<file path="config.mk">
export PLATFORM = sky130hd
export DESIGN_NAME = shift_seq
export DESIGN_NICKNAME = d
export VERILOG_FILES = /design/src/rtl/shift_seq_pkg.sv /design/src/rtl/shift_seq_shifter8.sv /design/src/rtl/shift_seq.sv
export SDC_FILE = /design/constraint.sdc
export NUM_CORES = 1
export LEC_CHECK = 0
export CORE_MARGIN = 2
export CORE_UTILIZATION = 34
export DETAILED_ROUTE_END_ITERATION = 7
export RECOVER_POWER = 25
export SYNTH_ARGS = -nofsm -noshare
export SYNTH_HDL_FRONTEND = slang
export SYNTH_SLANG_ARGS = --single-unit
</file>
<file path="constraint.sdc">
create_clock -name clk -period 4.25 [get_ports clk]
set_clock_uncertainty 0.15 [all_clocks]
set_input_delay 0.85 -clock clk [delete_from_list [all_inputs] [get_ports clk]]
set_output_delay 0.85 -clock clk [all_outputs]
set_load 0.05 [all_outputs]
</file>
<file path="src/rtl/shift_seq_pkg.sv">
// shift_seq_pkg: shared FSM states, shifter8 op codes and command encodings for shift_seq.
package shift_seq_pkg;
    typedef enum logic [1:0] {ST_IDLE, ST_LOAD, ST_SHIFT, ST_DONE} state_e;
    localparam logic [2:0] SH_NOP  = 3'b000;
    localparam logic [2:0] SH_LOAD = 3'b001;
    localparam logic [2:0] SH_LSL  = 3'b010;
    localparam logic [2:0] SH_LSR  = 3'b011;
    localparam logic [2:0] SH_ASR  = 3'b100;
    localparam logic [1:0] CMD_LSL  = 2'b00;
    localparam logic [1:0] CMD_LSR  = 2'b01;
    localparam logic [1:0] CMD_ASR  = 2'b10;
    localparam logic [1:0] CMD_LOAD = 2'b11;
    localparam int STEP_MAX_DEFAULT = 3;
    // Load-only commands never reach SHIFT, so their shifter code is irrelevant.
    function automatic logic [2:0] sh_code(input logic [1:0] op);
        return op == CMD_LSL ? SH_LSL : op == CMD_LSR ? SH_LSR : op == CMD_ASR ? SH_ASR : SH_NOP;
    endfunction
endpackage

</file>
<file path="src/rtl/shift_seq_shifter8.sv">
// shifter8: 8-bit register with load and 0-3 bit LSL/LSR/ASR per cycle.
module shifter8
    import shift_seq_pkg::*;
(
    input  logic       clk,
    input  logic       reset_n,
    input  logic [2:0] op,
    input  logic [1:0] shamt,
    input  logic [7:0] d_in,
    output logic [7:0] d_out
);
    logic [7:0] d_q, d_d;
    logic signed [7:0] asr;
    always_comb begin
        asr = $signed(d_q) >>> shamt;
        d_d = op == SH_LOAD ? d_in :
              op == SH_LSL  ? d_q << shamt :
              op == SH_LSR  ? d_q >> shamt :
              op == SH_ASR  ? asr : d_q;
    end
    always_ff @(posedge clk or negedge reset_n)
        if (!reset_n) d_q <= 8'h00;
        else          d_q <= d_d;
    assign d_out = d_q;
endmodule

</file>
<file path="src/rtl/shift_seq.sv">
// shift_seq: sequences LOAD plus 1..STEP_MAX-bit steps on shifter8 per command;
// SHIFT_SEQ_PEND_EN adds a one-entry pending command slot.
module shift_seq
    import shift_seq_pkg::*;
#(
    parameter int STEP_MAX = STEP_MAX_DEFAULT
) (
    input  logic       clk,
    input  logic       reset_n,
    input  logic       start,
    input  logic [1:0] cmd_op,
    input  logic [2:0] cmd_amt,
    input  logic [7:0] cmd_data,
    output logic       ready,
    output logic       busy,
    output logic       done,
    output logic [7:0] result
);
    localparam logic [2:0] STEP_L = 3'(STEP_MAX);
    state_e     state_q, state_d;
    logic [7:0] data_q, data_d, result_q, result_d, d_out;
    logic [2:0] op_q, op_d, rem_q, rem_d, step, sh_op;
    logic [2:0] cmd_rem, cmd_code, ld_op, ld_rem;
    logic [7:0] ld_data;
    logic [1:0] sh_shamt;
    logic       accept, direct, ld;
    assign cmd_rem  = cmd_op == CMD_LOAD ? 3'd0 : cmd_amt;
    assign cmd_code = sh_code(cmd_op);
    assign accept   = start && ready;
`ifdef SHIFT_SEQ_PEND_EN
    logic       pend_v_q, pend_v_d, drain, fill;
    logic [7:0] pend_data_q, pend_data_d;
    logic [2:0] pend_op_q, pend_op_d, pend_rem_q, pend_rem_d;
    assign ready   = state_q == ST_IDLE || !pend_v_q;
    assign drain   = pend_v_q && (state_q == ST_IDLE || state_q == ST_DONE);
    assign direct  = accept && state_q == ST_IDLE && !pend_v_q;
    assign fill    = accept && !direct;
    assign ld      = direct || drain;
    assign ld_data = drain ? pend_data_q : cmd_data;
    assign ld_op   = drain ? pend_op_q : cmd_code;
    assign ld_rem  = drain ? pend_rem_q : cmd_rem;
    always_comb begin
        pend_v_d    = fill ? 1'b1 : drain ? 1'b0 : pend_v_q;
        pend_data_d = fill ? cmd_data : pend_data_q;
        pend_op_d   = fill ? cmd_code : pend_op_q;
        pend_rem_d  = fill ? cmd_rem : pend_rem_q;
    end
    always_ff @(posedge clk or negedge reset_n)
        if (!reset_n) begin
            pend_v_q    <= 1'b0;
            pend_data_q <= 8'h00;
            pend_op_q   <= SH_NOP;
            pend_rem_q  <= 3'd0;
        end else begin
            pend_v_q    <= pend_v_d;
            pend_data_q <= pend_data_d;
            pend_op_q   <= pend_op_d;
            pend_rem_q  <= pend_rem_d;
        end
`else
    assign ready   = state_q == ST_IDLE;
    assign direct  = accept;
    assign ld      = direct;
    assign ld_data = cmd_data;
    assign ld_op   = cmd_code;
    assign ld_rem  = cmd_rem;
`endif
    always_comb begin
        state_d  = state_q;
        data_d   = data_q;
        op_d     = op_q;
        rem_d    = rem_q;
        result_d = result_q;
        sh_op    = SH_NOP;
        sh_shamt = 2'd0;
        step     = rem_q < STEP_L ? rem_q : STEP_L;
        if (ld) begin
            data_d = ld_data;
            op_d   = ld_op;
            rem_d  = ld_rem;
        end
        unique case (state_q)
            ST_IDLE:  state_d = ld ? ST_LOAD : ST_IDLE;
            ST_LOAD: begin
                sh_op   = SH_LOAD;
                state_d = rem_q != 3'd0 ? ST_SHIFT : ST_DONE;
            end
            ST_SHIFT: begin
                sh_op    = op_q;
                sh_shamt = step[1:0];
                rem_d    = rem_q - step;
                state_d  = rem_q == step ? ST_DONE : ST_SHIFT;
            end
            ST_DONE: begin
                result_d = d_out;
                state_d  = ld ? ST_LOAD : ST_IDLE;
            end
            default:  state_d = ST_IDLE;
        endcase
    end
    always_ff @(posedge clk or negedge reset_n)
        if (!reset_n) begin
            state_q  <= ST_IDLE;
            data_q   <= 8'h00;
            op_q     <= SH_NOP;
            rem_q    <= 3'd0;
            result_q <= 8'h00;
        end else begin
            state_q  <= state_d;
            data_q   <= data_d;
            op_q     <= op_d;
            rem_q    <= rem_d;
            result_q <= result_d;
        end
    shifter8 u_shifter8 (
        .clk     (clk),
        .reset_n (reset_n),
        .op      (sh_op),
        .shamt   (sh_shamt),
        .d_in    (data_q),
        .d_out   (d_out)
    );
    assign busy   = state_q != ST_IDLE;
    assign done   = state_q == ST_DONE;
    assign result = result_q;
endmodule

</file>
### Yosys cells after proc, flatten, opt, wreduce, memory -nomap -nowiden

Cells that the tools add are included.

| word-level totals | value |
|---|---|
| register bits | 32 |
| latch bits | 0 |
| memory bits (writable) | 0 |
| memory bits (read-only) | 0 |
| bits of input ports | 16 |
| output and inout port bits | 11 |
| word-level logic and storage cells | 47 |
| memories | 0 |

| operators by class | value |
|---|---|
| add/sub/neg operators | 1 |
| $mul | 0 |
| divide/modulo/power cells | 0 |
| order comparisons | 1 |
| equal/unequal tests | 11 |
| shift-type cells | 3 |
| multiplexer cells | 17 |
| bitwise operators | 0 |
| reduce and logical (&&, ||, !) cells | 8 |

Operators by type and width:

| kind | number |
|---|---|
| $mux 8 | 4 |
| $mux 3 | 7 |
| $eq 2x2->1 const B | 4 |
| $shl 8x2->8 | 1 |
| $shr 8x2->8 | 1 |
| $sshr 8x2->8 | 1 |
| $eq 3x2->1 const B | 2 |
| $pmux 2 s3 | 1 |
| $pmux 3 s2 | 1 |
| $eq 2x1->1 const B | 2 |
| $logic_not 2->1 | 2 |
| $reduce_bool 2->1 | 2 |
| $reduce_bool 4->1 | 1 |
| $eq 3x1->1 const B | 1 |
| $eq 3x3->1 | 1 |
| $eq 3x3->1 const B | 1 |
| $lt 3x2->1 const B | 1 |
| $mux 1 | 3 |
| $reduce_bool 3->1 | 1 |
| $sub 3x3->3 | 1 |
| $mux 2 | 1 |
| $reduce_or 2->1 | 1 |
| $logic_and 1x1->1 | 1 |

### Longest topological paths before layout

| logic depth | value |
|---|---|
| depth in word-level cells | 8 |
| mapped depth | 9 |
| mapped depth without buffers | 8 |

### Hierarchy

Synthesis repeated with hierarchy kept, for this count alone.

| unflattened totals | value |
|---|---|
| cells, all modules | 220 |
| area, all modules | 2148.3 µm² |

By module, submodules not included:

| module | instances | cells an instance | area each (µm²) | seq. area each (µm²) |
|---|---|---|---|---|
| shift_seq | 1 | 85 | 1101.1 | 600.6 |
| shifter8 | 1 | 135 | 1047.3 | 200.2 |

### Worst setup path before layout

OpenSTA, ideal clock, no wires.

| timing path | value |
|---|---|
| path kind | register -> output |
| start point | register state_q[0] |
| end point | output busy |
| arrival | 1.348 ns |
| path slack | 1.902 ns |
| stages on the path, launching flop included | 4 |
| path buffers | 0 |
| path through | dfrtp_1 inv_1 ha_1 inv_1 |

| between the ends | value |
|---|---|
| longest elaborated chain between the ends | 1 |

Ends and longest elaborated chain:

| what | line | source |
|---|---|---|
| from (decl) | shift_seq.sv:20 | `state_e state_q, state_d;` |
| from (signal assigned) | shift_seq.sv:109 | `state_q <= state_d;` |
| $reduce_bool 2->1 | shift_seq.sv:123 | `assign busy = state_q != ST_IDLE;` |
| to (decl) | shift_seq.sv:15 | `output logic busy,` |

Every way passes these cells.

### Worst setup path after layout

| timing path | value |
|---|---|
| start point | register state_q[1] |
| end point | output done |

| between the ends | value |
|---|---|
| longest elaborated chain between the ends | 1 |

Ends and longest elaborated chain:

| what | line | source |
|---|---|---|
| $eq 2x2->1 | shift_seq.sv:124 | `assign done = state_q == ST_DONE;` |
| to (decl) | shift_seq.sv:16 | `output logic done,` |

Every way passes these cells.

==> results.cfg <==
[run_status]
outcome = complete, but fails checks
violations = max-capacitance violations, max-slew violations

[grt]
grt_pass1_wl_mm = 9.653
grt_overflow_total = 0
track_usage = 0.1655
antenna_found_initial = 0
first_global_vias = 1825
grt_max_degree = 33

[floorplanning]
dieArea_mm2 = 0.007526
die_h_um = 86.76
ioPinCount = 27
core-area_mm2 = 0.006719
initial_core_util = 0.3466
rows = 30
dieWidth_um = 86.76

[drt]
ant_nets = 0
avgRoutedWirePerCell_um = 16.19
routed_wl_mm = 5.633
drc_errors = 0
vias_per_cell = 5.580
num_vias = 1942
drt_iter0_markers = 208
drt_pass1_iterations = 4

[power_and_ir_drop]
vdd_drop_max_mv = 0.3679
power_mw = 2.416
power_density_mw_per_mm2 = 903.8
leakagePower_nw = 1.065

[timing]
fin_tns_setup_ns = 0
slew_violations = 33
slew_headroom = -0.1919
worst_slew_pin_slew_ns = 1.788
setup_viol = 0
period_needed_ns = 3.039
holdWs_ns = 0.3564
grt_setup_unrepaired = no
max_freq_mhz = 329.1
finalHoldViolations = 0
timing.final.crit_share = 0.7150

[critical_path]
crit_path_end_kind = primary output
critical-path-slowest-cell = clkdlybuf4s50_1
worstPathMaxFanout = 9
crit_family = buffers and inverters
crit_buf_inv = 1
rrSetupSlack_ns = 1.58
path_class = reg -> out
path_cells = ha_1, clkdlybuf4s50_1
slowest_delay_ns = 0.89
crit_path_start_kind = register
required_ns = 3.25
critical_path_arrival_ns = 2.04

[synth]
avgSynthCellArea_um2 = 9.314
yosysTopAreaCellShare = 0.3439
async_flop_share = 1.000
synth_cell_type_count = 55
synth.area.top_cells = dfrtp_1 34%, mux2_2 7.7%, a21oi_1 4.9%
synth_nets = 273
netlist_area_mm2 = 0.002328
ys_ff_latch = 32
synth.yosys.seq_area_share = 0.3439
ys_warn_count = 0
synth_top_area_cell = dfrtp_1
ys_dominant_reg_cell = dfrtp_1
synth_cells = 250
synth_edf_count = 0

[clock_tree]
cts.sinks = 32
cts_buffers = 5
clk_path_buf_depth = 2
hold_buffers = 0
cts.reportedPaths.clkPinSlew_ns = 0.07
post_cts_buffers = 0
htreeDepth = 2
clock_latency_ns = 0.29
tritoncts = done
ctsResizeCount = 0
cts_root_buffer = clkbuf_8

[cells_and_area]
nets = 290
area_growth_pct = 14.83
final_cell_mix = 32 x dfrtp_1, 28 x nand2_1, 25 x clkdlybuf4s50_1
final_common_cell = dfrtp_1
nFillCells = 656
finalNonFillerCells = 348
drive_above_1_share = 0.1679
antenna_cells = 0

[placement]
numPlacedInstances = 340
io_buffers = 26
place_congestion = 0.8673
hpwl_mm = 3.985

[worst_hold_path]
min_path_type = reg -> reg

[job]
cap_violations = 1
## layer usage
metal  track usage  part of all wire
met5             0                 0
met4       0.06250             0.017
met3       0.03238             0.041
met2        0.2371              0.45
met1        0.2452              0.50
## flip-flops by register name, summed over array words and instances (netlist names)
register          flops
result                8
u_shifter8.d_out      8
op_q                  3
state_q               2
rem_q                 3
data_q                8
## metrics by stage
step / instance area [um^2] / util / worst slack [ns]
2_1_floorplan: 2328 / - / 1.902
3_3_place_gp: 2566 / 0.3819 / 1.529
3_5_place_dp: 2566 / 0.3819 / 1.495
4_1_cts: 2678 / 0.3985 / 1.174
5_1_grt: 2674 / 0.3980 / 1.099
6_report: 2674 / 0.3980 / 1.211
## path summary, 6_finish.rpt
path,to,depth (start not counted),start
worst min register to register,result[4]$_DFFE_PN0P_,1,result[4]$_DFFE_PN0P_
worst max register to register,u_shifter8.d_out[1]$_DFFE_PN0P_,9,state_q[0]$_DFF_PN0_
max in group asynchronous,result[6]$_DFFE_PN0P_,2,reset_n
min in group asynchronous,result[3]$_DFFE_PN0P_,2,reset_n
worst min-delay path,result[4]$_DFFE_PN0P_,1,result[4]$_DFFE_PN0P_
worst max-delay path,done,2,state_q[1]$_DFF_PN0_
## power breakdown
group	switching (mW)	total, mW	internal, mW
Sequential	0.254	0.705	0.451
Combinational	0.828	1.42	0.589
Clock	0.122	0.295	0.173
## area by class of cell
| type | count | area (um^2) | share of cell area |
|---|---|---|---|
| Multi-Input combinational cell | 189 | 1349 | 0.5044 |
| Sequential cell | 32 | 800.8 | 0.2995 |
| Timing Repair Buffer | 28 | 271.5 | 0.1015 |
| Tap cell | 80 | 100.1 | 0.03744 |
| Clock buffer | 5 | 68.82 | 0.02574 |
| Clock inverter | 3 | 42.54 | 0.01591 |
| Inverter | 11 | 41.29 | 0.01544 |
## synthesized netlist by cell type, drive strengths merged, types with 7 or more instances
cell,n
mux2,17
dfrtp,32
a21oi,24
nor3,8
inv,11
nand2,32
ha,7
nor2,11
o21ai,27
buf,13
## logic make-up (layout without fill, tap and decap cells)
logic type	after synthesis	after routing	synth area share
AO/OA/AOI/OAI	93	93	0.2687
AND/OR/NAND/NOR	68	68	0.1612
flip-flops	32	32	0.3439
buffers and inverters	29	47	0.07684
multiplexers	21	21	0.1118
adder cells (fa/ha/maj)	7	7	0.03761
## worst register-to-register path: stages (launching register included)
cell and delay, ns:
dfrtp_1 0.42, inv_1 0.12, ha_1 0.46, buf_4 0.34, nand2_1 0.15, and3_4 0.25, a21oi_1 0.14, a21oi_1 0.06
o21ai_2 0.17, mux2_4 0.31
Note: power is estimated with default switching activity, not from simulation.
